==> config.mk <==
export PLATFORM = sky130hd
export DESIGN_NAME = sr_reg_bank
export DESIGN_NICKNAME = d
export VERILOG_FILES = /design/src/rtl/sr_pkg.sv /design/src/rtl/sr_channel.sv /design/src/rtl/sr_reg_bank.sv
export SDC_FILE = /design/constraint.sdc
export NUM_CORES = 1
export LEC_CHECK = 0
export ABC_AREA = 1
export BUFFER_PORTS_ARGS = -buffer_cell sky130_fd_sc_hd__buf_2
export CAP_MARGIN = 25
export CORE_AREA = 2 2 54 56
export CTS_BUF_LIST = sky130_fd_sc_hd__clkbuf_16
export CTS_CLUSTER_DIAMETER = 100
export CTS_CLUSTER_SIZE = 12
export DETAILED_ROUTE_END_ITERATION = 6
export DIE_AREA = 0 0 56 58
export GPL_TIMING_DRIVEN = 1
export PLACE_DENSITY = 0.67
export SKIP_LAST_GASP = 1
export SLEW_MARGIN = 20
export SYNTH_ARGS = -nofsm -noshare
export SYNTH_HDL_FRONTEND = slang
export SYNTH_HIERARCHICAL = 1
export SYNTH_SLANG_ARGS = --single-unit
==> constraint.sdc <==
create_clock -name clk -period 1.1 [get_ports clk]
set_input_delay 0 -clock clk [delete_from_list [all_inputs] [get_ports clk]]
set_output_delay 0 -clock clk [all_outputs]
set_load 0.005 [all_outputs]
==> src/rtl/sr_pkg.sv <==
// rtl/sr_pkg.sv - shared types and pair encodings for the clocked SR register bank
package sr_pkg;

  typedef enum logic [1:0] {SR_HOLD, SR_SET_DOM, SR_RST_DOM, SR_TOGGLE} sr_prio_e;

  localparam logic [1:0] PAIR_IDLE = 2'b00;
  localparam logic [1:0] PAIR_SET  = 2'b10;
  localparam logic [1:0] PAIR_RST  = 2'b01;
  localparam logic [1:0] PAIR_BOTH = 2'b11;

endpackage

==> src/rtl/sr_channel.sv <==
// rtl/sr_channel.sv - one filtered SR channel with change pulse; optional sticky illegal flag (SR_ILLEGAL_DETECT_EN)
module sr_channel
  import sr_pkg::*;
#(
  parameter int       FILTER_CYC = 1,
  parameter sr_prio_e PRIO       = SR_SET_DOM,
  parameter logic     INIT       = 1'b0
) (
  input  logic clk,
  input  logic rst,
  input  logic s,
  input  logic r,
`ifdef SR_ILLEGAL_DETECT_EN
  input  logic illegal_clr,
  output logic illegal,
`endif
  output logic q,
  output logic chg
);

  localparam int            CW      = $clog2(FILTER_CYC + 1);
  localparam logic [CW-1:0] CNT_MAX = CW'(FILTER_CYC);

  logic [1:0]    pair;
  logic [1:0]    prev_pair_q, prev_pair_d;
  logic [CW-1:0] cnt_q, cnt_d;
  logic          q_q, q_d;
  logic          chg_q, chg_d;
  logic          same;
  logic          fire;

  assign pair = {s, r};

  always_comb begin
    same        = (pair == prev_pair_q);
    prev_pair_d = pair;
    if (!same)                 cnt_d = CW'(1);
    else if (cnt_q == CNT_MAX) cnt_d = CNT_MAX;
    else                       cnt_d = cnt_q + CW'(1);
    // Fire only on the edge where the run first reaches the threshold.
    fire = (cnt_d == CNT_MAX) && !(same && (cnt_q == CNT_MAX));
    q_d  = q_q;
    if (fire) begin
      case (pair)
        PAIR_SET: q_d = 1'b1;
        PAIR_RST: q_d = 1'b0;
        PAIR_BOTH: begin
          case (PRIO)
            SR_SET_DOM: q_d = 1'b1;
            SR_RST_DOM: q_d = 1'b0;
            SR_TOGGLE:  q_d = ~q_q;
            default:    q_d = q_q;
          endcase
        end
        default: q_d = q_q;
      endcase
    end
    chg_d = q_d ^ q_q;
  end

  always_ff @(posedge clk or posedge rst) begin
    if (rst) begin
      prev_pair_q <= PAIR_IDLE;
      cnt_q       <= '0;
      q_q         <= INIT;
      chg_q       <= 1'b0;
    end else begin
      prev_pair_q <= prev_pair_d;
      cnt_q       <= cnt_d;
      q_q         <= q_d;
      chg_q       <= chg_d;
    end
  end

  assign q   = q_q;
  assign chg = chg_q;

`ifdef SR_ILLEGAL_DETECT_EN
  logic illegal_q, illegal_d;

  // Set is applied after clear so a simultaneous new violation wins.
  always_comb begin
    illegal_d = illegal_q;
    if (illegal_clr)                  illegal_d = 1'b0;
    if (fire && (pair == PAIR_BOTH)) illegal_d = 1'b1;
  end

  always_ff @(posedge clk or posedge rst) begin
    if (rst) illegal_q <= 1'b0;
    else     illegal_q <= illegal_d;
  end

  assign illegal = illegal_q;
`endif

endmodule

==> src/rtl/sr_reg_bank.sv <==
// rtl/sr_reg_bank.sv - N-channel filtered SR flag bank; optional illegal-pair detect (SR_ILLEGAL_DETECT_EN)
module sr_reg_bank
  import sr_pkg::*;
#(
  parameter int           N          = 4,
  parameter int           FILTER_CYC = 1,
  parameter sr_prio_e     PRIO       = SR_SET_DOM,
  parameter logic [N-1:0] INIT       = '0
) (
  input  logic         clk,
  input  logic         rst,
  input  logic [N-1:0] s,
  input  logic [N-1:0] r,
`ifdef SR_ILLEGAL_DETECT_EN
  input  logic [N-1:0] illegal_clr,
  output logic [N-1:0] illegal,
`endif
  output logic [N-1:0] q,
  output logic [N-1:0] qb,
  output logic [N-1:0] chg
);

  for (genvar g = 0; g < N; g++) begin : g_ch
    sr_channel #(
      .FILTER_CYC (FILTER_CYC),
      .PRIO       (PRIO),
      .INIT       (INIT[g])
    ) u_ch (
      .clk         (clk),
      .rst         (rst),
      .s           (s[g]),
      .r           (r[g]),
`ifdef SR_ILLEGAL_DETECT_EN
      .illegal_clr (illegal_clr[g]),
      .illegal     (illegal[g]),
`endif
      .q           (q[g]),
      .chg         (chg[g])
    );
  end

  assign qb = ~q;

endmodule
# Word level (Yosys, flattened, before mapping)
# Index checks and enable logic that the tools add are counted.
word_totals:
  out_inout_bits: 12
  in_bits: 10
  word_cells: 73
  regBits: 20
classes:
  bitwise: 5
  n_reduce_logical: 16
  muxes: 16
  n_eq_ne: 16
  n_addsub: 4
ops:
  columns: ["op", "n"]
  rows:
  - ["equality test 2 bit, second input constant", 8]
  - ["2-to-1 mux 1 bit", 12]
  - ["equality test 2 x 1 -> 1 bit, second input constant", 4]
  - ["equality test 2 bit", 4]
  - ["logical AND 1 bit", 8]
  - ["case mux 1 bit (2 select lines)", 4]
  - ["OR reduction 2 bit", 4]
  - ["adder 1 bit, second input constant", 4]
  - ["zero test 1 bit", 4]
  - ["NOT 4 bit", 1]
  - ["bitwise XOR 1 bit", 4]

# Longest topological paths before layout
# Gate-level depths: netlist of the first run.
logic_depth:
  ltp_word: 6
  ltp_mapped: 6
  depth_no_buf: 6

# Hierarchy
# The synthesis of the first run kept the hierarchy.
modules_own_cells:
  columns: ["module", "seq_area_each_um2", "instances", "cells_each", "area_each_um2"]
  rows:
  - ["sr_channel", 125.1, 4, 26, 220.2]
  - ["sr_reg_bank", 0.0, 1, 4, 15.0]

# Worst setup path before layout of the first run
# No wires, ideal clock.
synth_path:
  path_kind: "reg2reg"
  startpoint: "register g_ch[0].u_ch.q_q"
  endpoint: "register g_ch[0].u_ch.chg_q"
  arrival_ns: 0.756
  path_buffers: 0
  required_time_ns: 0.983
  slack_ns: 0.226
  setup_ns: 0.117
  period_less_slack_ns: 0.874
  stages_incl_launch_ff: 5
  cell_sequence: "dfrtp_1 > a21oi_1 > inv_1 > nand3_1 > nand2_1"
synth_between:
  elab_chain_len: 3
synth_rtl:
  columns: ["item", "line", "source"]
  rows:
  - ["start: declaration", "sr_channel.sv:27", "logic q_q, q_d;"]
  - ["start signal: assignment", "sr_channel.sv:70", "q_q <= q_d;"]
  - ["case mux 1 bit (2 select lines)", "sr_channel.sv:44", "case (pair)"]
  - ["2-to-1 mux 1 bit", "sr_channel.sv:43", "if (fire) begin"]
  - ["bitwise XOR 1 bit *", "sr_channel.sv:58", "chg_d = q_d ^ q_q;"]
  - ["named net g_ch[0].u_ch.chg_d", "sr_channel.sv:28", "logic chg_q, chg_d;"]
  - ["end signal: assignment", "sr_channel.sv:71", "chg_q <= chg_d;"]
  - ["end: declaration", "sr_channel.sv:28", null]
# The timed path passes the listed nets; every way through them passes the cells marked *.

# Final worst setup path of the first run
layout_path:
  startpoint: "input s[2]"
  endpoint: "register g_ch[2].u_ch.chg_q"
layout_between:
  elab_chain_len: 6
  word_cells_on_any_way: 12
  classes_between: "4 x eq/ne; 3 x mux; 1 x bitwise; 4 x reduce/logical"
layout_rtl:
  columns: ["item", "line", "source"]
  rows:
  - ["start: declaration", "sr_reg_bank.sv:12", "input logic [N-1:0] s,"]
  - ["branches (longest 4 deep; another with equality test 2 bit)", null, null]
  - ["2-to-1 mux 1 bit *", "sr_channel.sv:43", null]
  - ["bitwise XOR 1 bit *", "sr_channel.sv:58", null]
  - ["named net g_ch[2].u_ch.chg_d", "sr_channel.sv:28", null]
  - ["end signal: assignment", "sr_channel.sv:71", null]
  - ["end: declaration", "sr_channel.sv:28", null]
# Mark *: on every way through the listed nets, which the timed path passes.

==> results of run 1 <==
[cell usage after synthesis]
| cell | instances | share of area (%) |
|---|---|---|
| nand3_1 | 8 | 4.5 |
| a21oi_2 | 4 | 3.9 |
| dfrtp_1 | 20 | 56 |
| conb_1 | 4 | 1.7 |
| a21oi_1 | 4 | 2.2 |
| o21ai_1 | 4 | 2.2 |
| inv_1 | 36 | 15 |
| nand2_1 | 24 | 10 |
| nand3_2 | 4 | 4.5 |
[critical path, stage by stage]
cell and delay [ps]:
dlygate4sd3_1 540, buf_2 140, inv_1 50, nand2_1 40
nand2_1 70, nand3_2 110, nand3_1 90, nand2_1 50
[per-stage QoR]
| stage | util [%] | instance area, sq um | std cells | hold WS [ps] |
|---|---|---|---|---|
| finish | 46.5 | 1240 | 173 | 218 |
| global route | 46.5 | 1240 | 173 | 259 |
| CTS | 46.4 | 1230 | 173 | 219 |
| detailed placement | 39.1 | 1040 | 160 | -58.3 |
| global placement | 39.1 | 1040 | 160 | -58.1 |
| floorplan | - | 896 | 108 | -221 |
[cells in the final DEF (no fill, tap or decap)]
cell and instances:
nand3_2 4, dfrtp_1 20, nand2_1 24, a21oi_2 5, conb_1 4, o21ai_1 4
bufinv_16 1, a21oi_1 3, dlygate4sd3_1 9, buf_2 21, nand3_1 8, clkbuf_16 3
inv_1 36
[flip-flops by register name, summed over array words and instances (netlist names)]
signal,flops
g_ch.u_ch/chg,4
g_ch.u_ch/cnt_q,4
g_ch.u_ch/prev_pair_q,8
g_ch.u_ch/q,4
[what timing repair did]
item / in CTS / in global routing
endpoints found under the setup margin: 0 / 1
hold endpoints to repair: 28 / 0
hold buffers: 9 / 0
resized for setup: 0 / 1
[cell families (layout without fill, tap and decap cells)]
kind of cell / after synthesis / after routing / share of synthesized area [%]
AND/OR/NAND/NOR: 36 / 36 / 19.0
buffers and inverters: 36 / 70 / 15.1
flip-flops: 20 / 20 / 55.9
AO/OA/AOI/OAI: 12 / 12 / 8.38
other: 4 / 4 / 1.68
[layout make-up]
type,count,share of cell area (%)
Clock buffer,3,6.06
Inverter,36,10.9
Timing Repair Buffer,30,15.8
Sequential cell,20,40.4
Tap cell,31,3.13
Clock inverter,1,2.42
Multi-Input combinational cell,52,21.3
[power groups by stage]
stage	logic, W	registers [W]	clock network (W)
detailed placement	0.000239	0.000846	0
finish	0.000260	0.000834	0.000967
global placement	0.000228	0.000842	0
floorplan	0.000130	0.000848	0
global route	0.000302	0.000844	0.00102
CTS	0.000263	0.000834	0.000991
[routing by layer]
layer,GRT usage (%),vias up,part of all wire [%]
li1,-,378,-
met1,11.9,328,41
met2,21.2,14,53
met3,4.24,2,5.2
met4,2.04,0,0.85
met5,0,-,0
[how the worst max path moves through the flow]
stage                        start          endpoint  slack, ps
floorplan           g_ch[0].u_ch/q  g_ch[0].u_ch/chg        230
global placement    g_ch[3].u_ch/q  g_ch[3].u_ch/chg        190
detailed placement  g_ch[3].u_ch/q  g_ch[3].u_ch/chg        140
CTS                 g_ch[3].u_ch/q  g_ch[3].u_ch/chg        130
global route        g_ch[1].u_ch/q    g_ch[1].u_ch/q         30
finish                        s[2]  g_ch[2].u_ch/chg        140
==> key figures, run 1 <==
Worst setup path
  – Reg2reg setup slack: 170 ps
  – Worst Reg-to-Reg Cells: 4
  – CP Launch Type: input pin
  – Crit path required time: 1240 ps
  – Critical Path AT: 1100 ps
  – Critical path class: input pin to flip-flop
  – Crit. End Element: flip-flop
  – FF-to-FF End: g_ch[1].u_ch/chg
  – Worst Path Max Fanout: 4
  – Crit Reg-Reg Startpoint: g_ch[1].u_ch/q

STA
  – TNS Setup: 0 ps
  – Fin worst setup slack: 136 ps
  – Final setup violation count: 0
  – F_max: 1040 MHz
  – Final min period: 964 ps
  – Final slew viol count: 0
  – Tcrit/Tclk final: 87.7%
  – Clk_skew: 3.65 ps
  – Unrepaired setup endpoints after global routing: no
  – Final hold vios: 0

Power
  – Clock share of power: 46.9%
  – Leakage: 0.735 nW
  – PwrDens: 1660 mW/mm^2
  – Internal: 0.00164 W
  – Max rail drop VDD: 1800 uV
  – Overall Power: 0.00206 W
  – Sequential share of power: 40.5%
  – Switch Pwr: 0.000423 W
  – Combinational cell fraction of total power: 12.6%
  – Sw Share: 20.5%

CTS
  – Htree depth: 1
  – Postcts setup bufs: 0
  – Clock tree sinks: 20
  – Worst-Skew Late Latency: 250 ps
  – Clk root buf: clkbuf_16
  – CTS buffer count: 3
  – Clk slew on worst S/H paths: 50 ps
  – CTS tree: yes
  – Maximum clock insertion buffer count: 2

Place
  – Worst slack, placed: 141 ps
  – Input/output buffers: 21
  – Post-DP HPWL: 1190 um
  – GPL Wtd Cong: 0.728

Floorplan
  – Die W: 56 um
  – Initial Utilization: 33.6%
  – Num rows: 19
  – Die area: 0.00325 sq mm
  – DIE HEIGHT: 58 um
  – Core footprint: 0.00266 sq mm
  – I/O Pins: 22

Global routing
  – Vias in the first global route: 741
  – Initial antenna violation count: 0
  – GRT Residual Overflow: 0
  – First-pass GRT wire length: 2860 um
  – Gr usage total: 11.1%
  – Largest net degree at the start of global routing: 13

Route
  – Detailed Route WL: 1530 um
  – Router iterations before antenna repair: 2
  – 1st-iter DRT viols: 18
  – Vias per cell: 4.17
  – Vias: 722
  – Wire per inst: 8.83 um
  – Routed Antenna Nets: 0
  – Post-detailed-route DRC marker count: 0

Layout
  – Filler cells: 256
  – Antenna diodes: 0
  – Layout cells sized above 1: 23.9%
  – Syn-to-layout area delta: 38.3%
  – Final layout net count: 153
  – Multi-input gate area: 264 sq um
  – Sequential cell area: 500 sq um

Synthesis
  – Synth Warn #: 6
  – #FFs+latches synth: 20
  – Register area share after synthesis: 55.9%
  – Mapped Area: 896 sq um
  – Mapped Cells: 108
  – Synth cell types: 9
  – Post-Syn Nets: 118
  – Avg Cell Area, Syn: 8.29 sq um

Run
  – Max Cap Viol: 0

Worst hold path
  – Hold Path Class: input pin to asynchronous set/reset pin

Run status
  – Status: completed
Note: power is estimated with default switching activity, not from simulation.
==> inputs of run 2 (changes only) <==
--- a/config.mk
+++ b/config.mk
@@ -8,17 +8,16 @@
 export ABC_AREA = 1
 export BUFFER_PORTS_ARGS = -buffer_cell sky130_fd_sc_hd__buf_2
 export CAP_MARGIN = 25
-export CORE_AREA = 2 2 54 56
+export CORE_AREA = 2 2 53 55
 export CTS_BUF_LIST = sky130_fd_sc_hd__clkbuf_16
 export CTS_CLUSTER_DIAMETER = 100
 export CTS_CLUSTER_SIZE = 12
 export DETAILED_ROUTE_END_ITERATION = 6
-export DIE_AREA = 0 0 56 58
+export DIE_AREA = 0 0 55 57
 export GPL_TIMING_DRIVEN = 1
-export PLACE_DENSITY = 0.67
+export PLACE_DENSITY = 0.66
 export SKIP_LAST_GASP = 1
 export SLEW_MARGIN = 20
 export SYNTH_ARGS = -nofsm -noshare
 export SYNTH_HDL_FRONTEND = slang
-export SYNTH_HIERARCHICAL = 1
 export SYNTH_SLANG_ARGS = --single-unit
==> key figures, run 2 <==
Route
  – Router iterations before antenna repair: 4 (was 2)
  – Detailed Route WL: 1450 um (was 1530 um)
  – Wire per inst: 9.15 um (was 8.83 um)
  – Post-detailed-route DRC marker count: 0 (unchanged)
  – Vias per cell: 4.09 (was 4.17)
  – 1st-iter DRT viols: 4 (was 18)
  – Routed Antenna Nets: 0 (unchanged)
  – Vias: 647 (was 722)

STA
  – Unrepaired setup endpoints after global routing: no (unchanged)
  – Tcrit/Tclk final: 86.7% (was 87.7%)
  – F_max: 1050 MHz (was 1040 MHz)
  – TNS Setup: 0 ps (unchanged)
  – Final setup violation count: 0 (unchanged)
  – Final min period: 954 ps (was 964 ps)
  – Clk_skew: 1.08 ps (was 3.65 ps)
  – Final hold vios: 0 (unchanged)
  – Final slew viol count: 0 (unchanged)

CTS
  – Clock tree sinks: 17 (was 20)
  – Clk slew on worst S/H paths: 50 ps (about the same)
  – Htree depth: 1 (unchanged)
  – Clk root buf: clkbuf_16 (unchanged)
  – CTS buffer count: 3 (unchanged)
  – Worst-Skew Late Latency: 240 ps (was 250 ps)
  – CTS tree: yes (unchanged)
  – # resized after CTS: 0 (unchanged)
  – Maximum clock insertion buffer count: 2 (unchanged)

Synthesis
  – Register area share after synthesis: 50.4% (was 55.9%)
  – Post-Syn Nets: 110 (was 118)
  – Post-synth ARST share: 100% (unchanged)
  – Synth cell count leaders: inv_1, nand2_1, dfrtp_1 (unchanged)
  – Share of the synthesized area in the top cell type: 50.4% (was 55.9%)
  – Dominant cell by count in the synthesized netlist: inv_1 (unchanged)
  – Largest cells by area after synthesis: dfrtp_1, inv_1, nand2_1 (unchanged)
  – Post-synth EDFFs: 0 (unchanged)
  – Synth Warn #: 0 (was 6)
  – Avg Cell Area, Syn: 8.43 sq um (was 8.29 sq um)
  – Mapped Cells: 100 (was 108)
  – Synth cell types: 11 (was 9)
  – #FFs+latches synth: 17 (was 20)
  – Mapped Area: 843 sq um (was 896 sq um)
  – Top_reg_cell synth: dfrtp_1 (unchanged)
  – Leading area contributor after synthesis: dfrtp_1 (unchanged)

Global routing
  – Met2 Use GR: 17.5% (was 21.2%)
  – GR Layer Usage met3: 2.36% (was 4.24%)
  – Vias in the first global route: 618 (was 741)
  – GRT Residual Overflow: 0 (unchanged)
  – Largest net degree at the start of global routing: 18 (was 13)
  – Global Route met1 Usage: 13.9% (was 11.9%)
  – Gr usage total: 10.7% (was 11.1%)
  – First-pass GRT wire length: 2510 um (was 2860 um)
  – GRT Max-Usage Layer: met2 (unchanged)
  – Initial antenna violation count: 0 (unchanged)

Layout
  – Reg with most FFs: g_ch.u_ch.prev_pair_q (was g_ch.u_ch/prev_pair_q)
  – Antenna diodes: 0 (unchanged)
  – Layout cells sized above 1: 29.1% (was 23.9%)
  – Syn-to-layout area delta: 30.9% (was 38.3%)
  – Final core utilization: 42.2% (was 46.5%)
  – Filler cells: 269 (was 256)
  – Final layout net count: 138 (was 153)
  – Max reg flops: 8 (unchanged)
  – Most frequent cells in the layout: inv_1, nand2_1, buf_2, dfrtp_1, dlygate4sd3_1 (unchanged)
  – Commonest non-fill, non-tap cell in the layout: inv_1 (unchanged)

Worst setup path
  – Crit path required time: 1230 ps (was 1240 ps)
  – Crit-path leading delay family: buffers and inverters (unchanged)
  – Crit Reg-Reg Startpoint: g_ch[3].u_ch.q (was g_ch[1].u_ch/q)
  – Crit-path slowest cell: dlygate4sd3_1 (unchanged)
  – CP max stage delay: 530 ps (was 540 ps)
  – Most used cell along the critical path: nand2_1 (unchanged)
  – CP Launch Type: input pin (unchanged)
  – Critical path class: input pin to flip-flop (unchanged)
  – Crit. End Element: flip-flop (unchanged)
  – Worst Path Max Fanout: 4 (unchanged)
  – FF-to-FF End: g_ch[3].u_ch.chg (was g_ch[1].u_ch/chg)
  – Buffers & Inverters on Critical Path: 3 (unchanged)
  – Reg2reg setup slack: 180 ps (was 170 ps)
  – Crit path cell chain: dlygate4sd3_1 -> buf_2 -> inv_1 -> nand2_1 -> nand2_1 -> nand3_2 -> nand3_1 -> nand2_1 (unchanged)
  – Critical Path AT: 1090 ps (was 1100 ps)
  – Worst Reg-to-Reg Cells: 4 (unchanged)

Floorplan
  – Die area: 0.00314 sq mm (was 0.00325 sq mm)
  – Die W: 55 um (was 56 um)
  – I/O Pins: 22 (unchanged)
  – Core footprint: 0.00262 sq mm (was 0.00266 sq mm)
  – DIE HEIGHT: 57 um (was 58 um)
  – Initial Utilization: 32.2% (was 33.6%)
  – Num rows: 19 (unchanged)

Run
  – Max Cap Viol: 0 (unchanged)

Place
  – Post-DP HPWL: 1040 um (was 1190 um)
  – Input/output buffers: 21 (unchanged)
  – GPL Wtd Cong: 0.700 (was 0.728)

Worst hold path
  – Hold Path Class: input pin to asynchronous set/reset pin (unchanged)

Power
  – Max rail drop VDD: 871 uV (was 1800 uV)
  – PwrDens: 1520 mW/mm^2 (was 1660 mW/mm^2)
  – Overall Power: 0.00168 W (was 0.00206 W)
  – Leakage: 0.628 nW (was 0.735 nW)

Run status
  – Status: completed (unchanged)
run 2: cell count changes after synthesis:
cell,delta
buf_4,+8
a21oi_2,+3
inv_1,-11
inv_2,+1
a21oi_1,-3
dfrtp_1,-3
conb_1,-3
run 2: per-layer routing:
| layer | vias to the layer above | routed length (um) | part of all wire, % |
|---|---|---|---|
| li1 | 344 | - | - |
| met1 | 287 | 651 | 45 |
| met2 | 14 | 712 | 49 |
| met3 | 2 | 70 | 4.8 |
| met4 | 0 | 10 | 0.69 |
| met5 | - | 0 | 0 |
run 2: worst reg2reg max path, delay by kind of cell, from the launching register on:
kind,cells,cell delay (ps)
AOI/OAI and AO/OA,1,200
DFF,1,400
buffers and inverters,1,80
and+or+nand+nor,2,130
run 2: worst max path at each step:
stage	start	to	slack, ps	cells after the start
3_5_place_dp	g_ch[3].u_ch.q	g_ch[3].u_ch.chg	190	4
2_1_floorplan	g_ch[3].u_ch.q	g_ch[3].u_ch.chg	260	4
6_report	s[2]	g_ch[2].u_ch.chg	150	8
5_1_grt	s[2]	g_ch[2].u_ch.chg	40	8
3_3_place_gp	g_ch[2].u_ch.prev_pair_q[1]	g_ch[2].u_ch.chg	240	6
4_1_cts	s[2]	g_ch[2].u_ch.chg	140	8
run 2: report_power, final:
part | switching (W) | internal, W
Sequential | 0.0000319 | 0.000682
Combinational | 0.000137 | 0.000121
Clock | 0.000229 | 0.000482
Total | 0.000398 | 0.00128
run 2: final cells by class:
class,count,area [sq um],share of cell area [%]
Inverter,26,97.6,8.84
Tap cell,31,38.8,3.51
Timing Repair Buffer,31,203,18.4
Sequential cell,17,425,38.5
Multi-Input combinational cell,49,260,23.6
Clock inverter,1,3.75,0.340
Clock buffer,3,75.1,6.80
run 2: kinds of logic after synthesis:
family                 share of synthesized area [%]
buffers and inverters                           18.7
AO/OA/AOI/OAI                                   10.2
other                                          0.445
AND/OR/NAND/NOR                                 20.2
flip-flops                                      50.4
run 2: repair_timing:
action,4_1_cts,5_1_grt
hold endpoints to repair,25,0
hold buffers,9,0
buffers inserted,0,0
run 2: through the flow:
step	setup slack (ps)	std cells	area, sq um	hold slack (ps)
4_1_cts	144	158	1100	306
5_1_grt	38.3	158	1100	351
6_report	146	158	1100	297
3_5_place_dp	186	145	935	20.9
2_1_floorplan	255	100	843	-73.9
3_3_place_gp	243	145	935	19.3
